`config.mk`:
```
export PLATFORM = sky130hd
export DESIGN_NAME = rv_lsu_misalign_seq
export DESIGN_NICKNAME = d
export VERILOG_FILES = /design/src/rtl/rv_lsu_misalign_seq.sv
export SDC_FILE = /design/constraint.sdc
export NUM_CORES = 1
export LEC_CHECK = 0
export CORE_MARGIN = 5
export CORE_UTILIZATION = 47
export CTS_CLUSTER_SIZE = 40
export DETAILED_ROUTE_END_ITERATION = 12
export GPL_TIMING_DRIVEN = 0
export PLACE_DENSITY = 0.81
export SLEW_MARGIN = 10
export SYNTH_ARGS = -nofsm -noshare
export SYNTH_HDL_FRONTEND = slang
export SYNTH_SLANG_ARGS = --single-unit
```
`constraint.sdc`:
```
create_clock -name clk -period 7.2 [get_ports clk]
set_input_delay 1.44 -clock clk [delete_from_list [all_inputs] [get_ports clk]]
set_output_delay 1.44 -clock clk [all_outputs]
set_load 0.05 [all_outputs]
```
`src/rtl/rv_lsu_misalign_seq.sv`:
```
// Q103H load/store sequencer: passes aligned accesses through, splits word-crossing
// accesses into byte accesses under stall, and reassembles split loads in Q104H.
module rv_lsu_misalign_seq (
  input  logic        clk,
  input  logic        rst_n,
  input  logic        req_valid_Q103H,
  input  logic [31:0] addr_Q103H,
  input  logic [31:0] wr_data_Q103H,
  input  logic        wr_en_Q103H,
  input  logic        is_signed_Q103H,
  input  logic [3:0]  byte_en_Q103H,
  output logic        stall_Q103H,
  output logic [31:0] mem_addr_Q103H,
  output logic [31:0] mem_wr_data_Q103H,
  output logic        mem_wr_en_Q103H,
  output logic        mem_is_signed_Q103H,
  output logic [3:0]  mem_byte_en_Q103H,
  input  logic [31:0] mem_rd_data_Q104H,
  output logic [31:0] rd_data_Q104H,
  output logic        rd_valid_Q104H
);

  typedef enum logic {S_IDLE = 1'b0, S_SPLIT = 1'b1} state_t;

  state_t      r_state, w_state_next;
  logic [1:0]  r_idx, w_idx_next;
  logic [1:0]  r_last;
  logic [31:0] r_addr, r_wdata;
  logic        r_wen, r_signed;

  logic        w_split_req, w_in_split, w_split_issue, w_final;
  logic [1:0]  w_last_in, w_k;
  logic [31:0] w_base_addr, w_base_data;
  logic        w_base_wen, w_base_signed, w_issue_load;
  logic [7:0]  w_wr_byte;

  // Q104H pipeline registers and load assembly lanes 0..2
  logic        r_load_q, r_split_q, r_final_q, r_signed_q;
  logic [1:0]  r_idx_q;
  logic [2:0]  r_n_q;
  logic [23:0] r_asm;

  assign w_split_req = (r_state == S_IDLE) && req_valid_Q103H &&
                       (((byte_en_Q103H == 4'b0011) && (addr_Q103H[1:0] == 2'd3)) ||
                        ((byte_en_Q103H == 4'b1111) && (addr_Q103H[1:0] != 2'd0)));
  assign w_last_in     = (byte_en_Q103H == 4'b1111) ? 2'd3 : 2'd1;
  assign w_in_split    = (r_state == S_SPLIT);
  assign w_split_issue = w_in_split || w_split_req;
  assign w_final       = w_in_split && (r_idx == r_last);
  assign w_k           = w_in_split ? r_idx : 2'd0;
  assign w_base_addr   = w_in_split ? r_addr   : addr_Q103H;
  assign w_base_data   = w_in_split ? r_wdata  : wr_data_Q103H;
  assign w_base_wen    = w_in_split ? r_wen    : wr_en_Q103H;
  assign w_base_signed = w_in_split ? r_signed : is_signed_Q103H;
  assign w_wr_byte     = w_base_data[{w_k, 3'b000} +: 8];
  assign w_issue_load  = w_split_issue ? !w_base_wen : (req_valid_Q103H && !wr_en_Q103H);

  always_ff @(posedge clk) begin
    if (!rst_n) begin
      r_state <= S_IDLE;
      r_idx   <= 2'd0;
    end else begin
      r_state <= w_state_next;
      r_idx   <= w_idx_next;
    end
  end

  always_ff @(posedge clk) begin
    if (w_split_req) begin
      r_addr   <= addr_Q103H;
      r_wdata  <= wr_data_Q103H;
      r_wen    <= wr_en_Q103H;
      r_signed <= is_signed_Q103H;
      r_last   <= w_last_in;
    end
  end

  always_comb begin
    w_state_next = r_state;
    w_idx_next   = r_idx;
    unique case (r_state)
      S_IDLE: begin
        if (w_split_req) begin
          w_state_next = S_SPLIT;
          w_idx_next   = 2'd1;
        end
      end
      S_SPLIT: begin
        if (r_idx == r_last) begin
          w_state_next = S_IDLE;
          w_idx_next   = 2'd0;
        end else begin
          w_idx_next = r_idx + 2'd1;
        end
      end
      default: begin
        w_state_next = S_IDLE;
        w_idx_next   = 2'd0;
      end
    endcase
  end

  always_comb begin
    mem_addr_Q103H      = addr_Q103H;
    mem_wr_data_Q103H   = wr_data_Q103H;
    mem_wr_en_Q103H     = req_valid_Q103H && wr_en_Q103H;
    mem_is_signed_Q103H = is_signed_Q103H;
    mem_byte_en_Q103H   = byte_en_Q103H;
    stall_Q103H         = 1'b0;
    if (w_split_issue) begin
      mem_addr_Q103H      = w_base_addr + {30'd0, w_k};
      mem_wr_data_Q103H   = {24'd0, w_wr_byte};
      mem_wr_en_Q103H     = w_base_wen;
      mem_is_signed_Q103H = 1'b0;
      mem_byte_en_Q103H   = 4'b0001;
      stall_Q103H         = !w_final;
    end
    // Reset wins over an in-flight sequence: nothing further may be written.
    if (!rst_n) begin
      stall_Q103H     = 1'b0;
      mem_wr_en_Q103H = 1'b0;
    end
  end

  always_ff @(posedge clk) begin
    if (!rst_n) begin
      r_load_q   <= 1'b0;
      r_split_q  <= 1'b0;
      r_idx_q    <= 2'd0;
      r_final_q  <= 1'b0;
      r_n_q      <= 3'd0;
      r_signed_q <= 1'b0;
    end else begin
      r_load_q   <= w_issue_load;
      r_split_q  <= w_split_issue;
      r_idx_q    <= w_k;
      r_final_q  <= w_final;
      r_n_q      <= {1'b0, (w_in_split ? r_last : w_last_in)} + 3'd1;
      r_signed_q <= w_base_signed;
    end
  end

  always_ff @(posedge clk) begin
    if (!rst_n) begin
      r_asm <= 24'd0;
    end else if (r_load_q && r_split_q && !r_final_q) begin
      case (r_idx_q)
        2'd0:    r_asm[7:0]   <= mem_rd_data_Q104H[7:0];
        2'd1:    r_asm[15:8]  <= mem_rd_data_Q104H[7:0];
        default: r_asm[23:16] <= mem_rd_data_Q104H[7:0];
      endcase
    end
  end

  always_comb begin
    rd_data_Q104H  = 32'd0;
    rd_valid_Q104H = 1'b0;
    if (r_load_q) begin
      if (!r_split_q) begin
        rd_data_Q104H  = mem_rd_data_Q104H;
        rd_valid_Q104H = 1'b1;
      end else if (r_final_q) begin
        rd_valid_Q104H = 1'b1;
        if (r_n_q == 3'd4)
          rd_data_Q104H = {mem_rd_data_Q104H[7:0], r_asm};
        else
          rd_data_Q104H = {{16{r_signed_q && mem_rd_data_Q104H[7]}},
                           mem_rd_data_Q104H[7:0], r_asm[7:0]};
      end
    end
  end

endmodule

```
Word-level counts from Yosys, hierarchy flattened --
Index checks and enable logic that the tools add are counted.
Cells by class: add/sub/neg operators 3, eq/ne operators 7, shift operators 1, muxes and demuxes 29, bitwise logic cells 2, reductions and logical operators 22
Operator list (number):
- 2-to-1 mux 32 bit | 8
- adder 32 x 2 -> 32 bit | 1
- variable part select 32 x 6 -> 8 bit | 1
- 2-to-1 mux 1 bit | 13
- logical AND 1 bit | 10
- 2-to-1 mux 2 bit | 5
- AND reduction 2 bit | 3
- == test 4 x 2 -> 1 bit, second input constant | 1
- == test 4 bit, second input constant | 1
- logical NOT 1 bit | 4
- 2-to-1 mux 4 bit | 1
- case mux 2 bit (2 select lines) | 1
- adder 2 x 1 -> 3 bit, second input constant | 1
- == test 3 bit, second input constant | 1
- adder 2 x 1 -> 2 bit, second input constant | 1
- == test 2 x 1 -> 1 bit, second input constant | 1
- == test 2 bit | 1
- == test 2 bit, second input constant | 1
- logical NOT 2 bit | 1
- logical OR 1 bit | 2
- != test 2 bit, second input constant | 1
- NOT 1 bit | 2
- case mux 1 bit (2 select lines) | 1
- nonzero test 2 bit | 1
- OR reduction 2 bit | 1
Word-level totals: bits in registers 104

Logic depth before layout (Yosys ltp) --
Gate-level depths: netlist (run 1).
depth in word-level cells 7, gate-level depth with buffers 14, mapped depth without buffers 9

Least setup slack after synthesis (run 1) --
OpenSTA, ideal clock, no wires.
path type input port to flip-flop, start point input port byte_en_Q103H[2], end point register r_addr[0], enable pin, library setup time 0.493 ns, arrival 5.071 ns, required time 6.707 ns, slack 1.636 ns, stages on the path 5, buffers on the path 2, cells stage by stage nand4bb_1 > a21o_1 > clkbuf_1 > clkbuf_1 > nor2_1
Between the ends: longest elaborated chain between the ends 4, elaborated cells on any way between the ends 6, those cells by class eq/ne: 2; reduce/logical: 4
RTL lines:
- start, declared | RTL line 11 | input logic [3:0] byte_en_Q103H,
- == test 4 x 2 -> 1 bit or == test 4 bit (tied branches) | RTL line 44, 45
- logical AND 1 bit (on tied branches) | RTL line 44, 45
- logical OR 1 bit (*) | RTL line 44 | (((byte_en_Q103H == 4'b0011) && (addr_Q103H[1:0] == 2'd3)) ||
- logical AND 1 bit (*) | RTL line 43 | assign w_split_req = (r_state == S_IDLE) && req_valid_Q103H &&
- net w_split_req | RTL line 31 | logic w_split_req, w_in_split, w_split_issue, w_final;
- end signal, assigned | RTL line 70 | r_addr <= addr_Q103H;
- end, declared | RTL line 28 | logic [31:0] r_addr, r_wdata;
Mark *: on every way through the listed nets, which the timed path passes. The rest lies on a longest branch. A chain may end at the register's enable or synchronous reset.

Worst setup path after layout (run 1) --
start point register r_state, end point output port mem_addr_Q103H[19]
Between the ends: longest elaborated chain between the ends 5, elaborated cells on any way between the ends 8, those cells by class add/sub: 1; mux: 3; bitwise: 1; reduce/logical: 3
RTL lines:
- start, declared | RTL line 25 | state_t r_state, w_state_next;
- start signal, assigned | RTL line 63 | r_state <= w_state_next;
- parallel branches: the longest is 4 deep, another holds adder 32 x 2 -> 32 bit
- 2-to-1 mux 32 bit (*) | RTL line 110 | if (w_split_issue) begin
- end, declared | RTL line 13 | output logic [31:0] mem_addr_Q103H,
Every way passes the cells marked *.

==> results_dict.tcl, run 1 <==
set metrics [dict create \
    grt_use_total_pct 23.4 \
    stdcell_area_sq_mm 0.00911 \
    syn-num-nets 751 \
    synth_area_per_cell_sq_um 10.0 \
    worst_pin_slew_ns 0.868 \
    yosysWarningCount 0 \
    antenna_found_initial 0 \
    fin_skew_ns 0.00626 \
    dominantRegCellSynth "edfxtp_1" \
    cts_setup_buffers 0 \
    powerDensity_mw_per_mm2 161 \
    fmax_mhz 159 \
    wl_per_cell_um 18.6 \
    synthToLayoutAreaGrowth_pct 41.0 \
    setup_violations 0 \
    ys_ff_latch 102 \
    cts-root-buf "clkbuf_16" \
    start_util_pct 48.4 \
    critPathLaunchType "flip-flop" \
    dpl.cell_count 1029 \
    period_share_pct 87.5 \
    cts_tree "done" \
    antenna_cells 0 \
    fin_ws_ns 0.902 \
    grt_pass1_wl_mm 30.4 \
    gp_congestion 0.909 \
    grt_max_degree 25 \
    clkSlewWorstSetupHoldPaths_ns 0.07 \
    grt_pass1_vias 5871 \
    ys_top_cells_by_area "edfxtp_1, dfxtp_1, mux2i_1" \
    vias 5778 \
    routed_wl_mm 19.5 \
    post-place-ws_ns 1.00 \
    synth.distinct_cells 53 \
    io-pin-count 209 \
    placed_area_sq_mm 0.00882 \
    nNetsFinal 972 \
    dp.final_hpwl_mm 14.9 \
    worstHoldPathType "flip-flop to flip-flop" \
    drive_above_1_share_pct 8.17 \
    drtPass1Iterations 5 \
    status "completed" \
    drtIter0Drc 427 \
    cts-resized-gates 0 \
    layout_commonest_cell "clkdlybuf4s50_1" \
    post-route-util_pct 68.3 \
    clk_latency_ns 0.34 \
    die-area_sq_mm 0.0162 \
    syn_area_sq_mm 0.00646 \
    rrSetupSlack_ns 4.29 \
    layout_common_cells "clkdlybuf4s50_1, edfxtp_1, mux2i_1, nand2_1, xnor2_1" \
    synth_edf_count 67 \
    viasPerCell 5.53 \
    cts_buffers 9 \
    port_buffers 208 \
    rsz0062_at_grt "no" \
    synth_top_area_share_pct 31.1 \
    arrival_ns 4.86 \
    hold_viol_final 0 \
    seq_area_frac_synth_pct 42.0 \
    crit_type "flip-flop to primary output" \
    vdd.ir_drop.worst_uv 116 \
    finalNonFillerCells 1045 \
    route.detailed.drc 0 \
    htreeDepth 3 \
    rows 42 \
    max_slew_margin_pct 41.8 \
    fp.dieW_um 127 \
    required_ns 5.76 \
    report.final.slew_viol_count 0 \
    synth_cells 643 \
    fin_tns_setup_ns 0 \
    cts_hold_buf 0 \
    clockBufferDepth 2 \
    yosysTopAreaCell "edfxtp_1" \
    gr-total-overflow 0 \
    async_flop_share_pct 0 \
    cp_max_fo 10 \
    max-cap-violations 0 \
    ant_nets 0 \
    crit_path_end_kind "primary output" \
    core_sq_mm 0.0133 \
    leakage_nw 3.03 \
    min_period_ns 6.30 \
    die_h_um 127 \
    cts.sinks 102 \
]
cell families after synthesis:
logic type | after synthesis | synth area share [%]
xor+xnor | 59 | 8.00
fa+ha+maj | 3 | 0.697
buf+inv | 48 | 3.29
flops | 102 | 42.0
compound gates | 90 | 8.89
mux | 81 | 14.3
simple gates | 260 | 22.8
where the power goes:
| part | leakage (nW) | internal, mW | total (mW) | switching [mW] |
|---|---|---|---|---|
| clock | 0.149 | 0.264 | 0.480 | 0.216 |
| combinational | 2.00 | 0.145 | 0.350 | 0.205 |
| sequential | 0.890 | 0.629 | 0.633 | 0.00352 |
through the flow:
stage / power [mW] / hold WS [ns]
floorplan: 0.838 / 0.440
global placement: 0.990 / 0.453
detailed placement: 0.995 / 0.468
CTS: 1.47 / 0.477
global route: 1.51 / 0.501
finish: 1.46 / 0.473
synthesized netlist by cell type (all sizes together), types with 15 or more instances:
| library cell | number |
|---|---|
| edfxtp | 67 |
| mux2i | 60 |
| nand2 | 57 |
| xnor2 | 45 |
| and2 | 43 |
| dfxtp | 35 |
| nor2 | 33 |
| o21ai | 31 |
| a21boi | 27 |
| nand3 | 25 |
| clkbuf | 23 |
| nor2b | 21 |
| nand2b | 20 |
| nor3 | 18 |
| buf | 15 |
final timing paths:
kind                  start                  to  depth (start not counted)
setup reg to reg    r_state         r_wdata[20]                          8
setup / recovery    r_state  mem_addr_Q103H[19]                         14
hold / removal    r_asm[20]           r_asm[20]                          2
hold reg to reg   r_asm[20]           r_asm[20]                          2
final cells by class:
class                           instances  area [sq um]
Buffer                                 38           175
Clock buffer                           11           243
Clock inverter                          5          48.8
Fill cell                            1033          4240
Inverter                               10          37.5
Multi-Input combinational cell        493          3540
Sequential cell                       102          2710
Tap cell                              176           220
Timing Repair Buffer                  210          2130
critical path, stage by stage, from the launching register on:
cell and delay [ns]:
dfxtp_1 0.44, buf_6 0.20, buf_4 0.20, buf_2 0.25, buf_1 0.48, mux2_2 0.43, ha_1 0.28, a21oi_1 0.09
a211oi_2 0.26, buf_2 0.25, nand4_1 0.25, nor3_1 0.29, xnor2_1 0.12, mux2i_1 0.15, clkdlybuf4s50_1 0.82
per-layer routing:
layer / vias to the layer above / share of wire, % / GRT usage (%)
li1: 2746 / - / -
met1: 2748 / 41 / 29.4
met2: 250 / 48 / 38.9
met3: 34 / 9.1 / 6.30
met4: 0 / 2.0 / 8.39
met5: - / 0 / 0
state kept, by name, indices dropped and copies added, names as in the netlist:
register	flops
r_addr	32
r_wdata	32
r_asm	24
r_idx	2
r_idx_q	2
r_n_q	2
r_final_q	1
r_last	1
r_load_q	1
r_signed	1
r_signed_q	1
r_split_q	1
r_state	1
r_wen	1
No activity file was read; power rests on OpenSTA's default activity.
==> run 2, diff against run 1 <==
ABC_AREA = 1   (was default)
ABC_CLOCK_PERIOD_IN_PS = 7200   (was default)
PLACE_DENSITY = 0.82   (was 0.81)
==> results_dict.tcl, run 2 <==
set metrics [dict create \
    worstHoldPathType "flip-flop to flip-flop" \
    placed_area_sq_mm 0.00866 \
    slowest_stage "clkdlybuf4s50_1" \
    grt_pass1_vias 6283 \
    worst_pin_slew_ns 0.654 \
    cts-resized-gates 0 \
    grt_pass1_wl_mm 32.0 \
    crit_path_end_kind "primary output" \
    dp.final_hpwl_mm 15.2 \
    reg.largest.list "r_addr: 32 flops, r_wdata: 32 flops, r_asm: 24 flops" \
    max_slew_margin_pct 56.4 \
    synthToLayoutAreaGrowth_pct 41.8 \
    start_util_pct 47.9 \
    worstRegToRegCells 6 \
    gp_congestion 0.970 \
    viasPerCell 5.18 \
    routed_wl_mm 20.2 \
    hold_viol_final 0 \
    core_sq_mm 0.0132 \
    vdd.ir_drop.worst_uv 101 \
    ant_nets 0 \
    dominantRegCellSynth "edfxtp_1" \
    cpMostUsedCell "nand2_1" \
    rrSetupSlack_ns 4.94 \
    die_h_um 126 \
    cts_tree "done" \
    crit_family "buffers and inverters" \
    clkSlewWorstSetupHoldPaths_ns 0.07 \
    grt_max_degree 27 \
    yosysWarningCount 0 \
    hold_path_depth 2 \
    route.detailed.drc 0 \
    synth_cells 896 \
    powerDensity_mw_per_mm2 170 \
    setup_violations 0 \
    cts.sinks 102 \
    clockBufferDepth 2 \
    gr-total-overflow 0 \
    regToRegStartpoint "r_state" \
    post-place-ws_ns 1.27 \
    report.final.slew_viol_count 0 \
    crit_chain "clkdlybuf4s50_1 -> inv_1 -> o21ai_0 -> ha_1 -> inv_1 -> nand2_1 -> nand2_2 -> nor2_4 -> nand2_2 -> nor2_4 -> nand2_1 -> nand2_1 -> nand3_1 -> o21ai_1 -> clkdlybuf4s50_1" \
    stdcell_area_sq_mm 0.00895 \
    leakage_nw 3.73 \
    drive_above_1_share_pct 8.57 \
    clk_latency_ns 0.35 \
    async_flop_share_pct 0 \
    nFillCells 1107 \
    cts_hold_buf 0 \
    cp_num_buf_inv 4 \
    critPathLaunchType "primary input" \
    wl_per_cell_um 15.6 \
    antenna_found_initial 0 \
    seq_area_frac_synth_pct 43.0 \
    required_ns 5.76 \
    hp-start "r_asm[20]" \
    yosysTopAreaCell "edfxtp_1" \
    cts-root-buf "clkbuf_16" \
    port_buffers 207 \
    period_share_pct 82.3 \
    antenna_cells 0 \
    crit_cells 15 \
    syn_area_sq_mm 0.00631 \
    whs_ns 0.466 \
    fmax_mhz 169 \
    fp.dieW_um 126 \
    layout_commonest_cell "nand2_1" \
    drtPass1Iterations 5 \
    htreeDepth 3 \
    synth.distinct_cells 36 \
    cts_buffers 9 \
    synth_most_common_cell "nand2_1" \
    io-pin-count 209 \
    status "completed" \
    grt_use_total_pct 24.8 \
    rsz0062_at_grt "no" \
    syn-num-nets 1004 \
    layout_common_cells "nand2_1, clkdlybuf4s50_1, nor2_1, inv_1, edfxtp_1" \
    fin_tns_setup_ns 0 \
    nNetsFinal 1224 \
    cp_max_fo 5 \
    max-cap-violations 0 \
    min_period_ns 5.93 \
    vias 6710 \
    ys_ff_latch 102 \
    yosys-top-cells-count "nand2_1, nor2_1, inv_1" \
    rows 42 \
    synth_area_per_cell_sq_um 7.05 \
    fin_skew_ns 0.00496 \
    synth_edf_count 67 \
    drtIter0Drc 552 \
    arrival_ns 4.49 \
    ys_top_cells_by_area "edfxtp_1, nand2_1, dfxtp_1" \
    fin_ws_ns 1.27 \
    synth_top_area_share_pct 31.9 \
    cts_setup_buffers 0 \
    die-area_sq_mm 0.0159 \
    crit_type "primary input to primary output" \
    r2r_end "r_addr[21]" \
    max_stage_delay_ns 0.84 \
    hold_end "r_asm[20]" \
]
==> run 2: cell families after synthesis <==
family,after synthesis,share of synthesized area [%]
AOI/OAI and AO/OA,137,12.0
xor gates and xnor gates,4,0.555
adders and majority gates,3,0.713
buffers and inverters,121,8.18
DFF,102,43.0
and+or+nand+nor,529,35.6
==> run 2: how the worst max path moves through the flow <==
| stage | from | end | slack [ns] |
|---|---|---|---|
| 2_1_floorplan | byte_en_Q103H[3] | r_addr[0] | 1.98 |
| 3_3_place_gp | byte_en_Q103H[3] | r_addr[11] | 0.06 |
| 3_5_place_dp | addr_Q103H[1] | mem_addr_Q103H[19] | 1.27 |
| 4_1_cts | addr_Q103H[1] | mem_addr_Q103H[19] | 1.26 |
| 5_1_grt | addr_Q103H[1] | mem_addr_Q103H[19] | 1.01 |
| 6_report | addr_Q103H[1] | mem_addr_Q103H[19] | 1.27 |
==> run 2: per-layer routing <==
metal	GRT usage [%]	part of all wire, %
met5	0	0
met4	8.52	2.1
met3	6.35	9.5
met2	40.2	46
met1	32.3	43
==> run 2: through the flow <==
| stage | util [%] | instances | power, mW |
|---|---|---|---|
| floorplan | - | 896 | 0.875 |
| global placement | 65.2 | 1279 | 1.04 |
| detailed placement | 65.7 | 1281 | 1.04 |
| CTS | 67.9 | 1296 | 1.52 |
| global route | 67.9 | 1296 | 1.57 |
| finish | 67.9 | 1296 | 1.52 |
==> run 2: report_power, final <==
group | internal (mW) | total [mW] | switching [mW]
clock network | 0.269 | 0.490 | 0.220
registers | 0.630 | 0.632 | 0.00229
logic | 0.147 | 0.397 | 0.250
==> run 2: cell type report <==
type	instances	area, sq um	area share [%]
clock buffer	10	229	2.56
tap	176	220	2.46
sequential	102	2710	30.3
inverter	84	315	3.52
buffer	37	201	2.25
clock inverter	5	60.1	0.671
timing repair buffer	209	2120	23.7
multi-input combinational	673	3090	34.5
==> run 2: worst reg2reg max path, stage by stage (launching register included) <==
cell	delay, ns
dfxtp_1	0.33
buf_6	0.15
buf_4	0.18
clkbuf_1	0.26
nor2_4	0.55
buf_12	0.27
buf_16	0.21
==> run 3, diff against run 2 <==
ABC_CLOCK_PERIOD_IN_PS = 5900   (was 7200)
clock period = 5.9 ns   (was 7.2 ns; I/O delays follow)
==> results of run 3 <==
Same layout as run 2 (identical final DEF). Status: completed.
Among the figures that moved: setup slack after placement 1.27 ns -> 0.488 ns; setup slack after layout 1.27 ns -> 0.495 ns; register-to-register setup slack 4.94 ns -> 3.64 ns; total power 1.52 mW -> 1.85 mW; worst IR drop on VDD 101 uV -> 123 uV
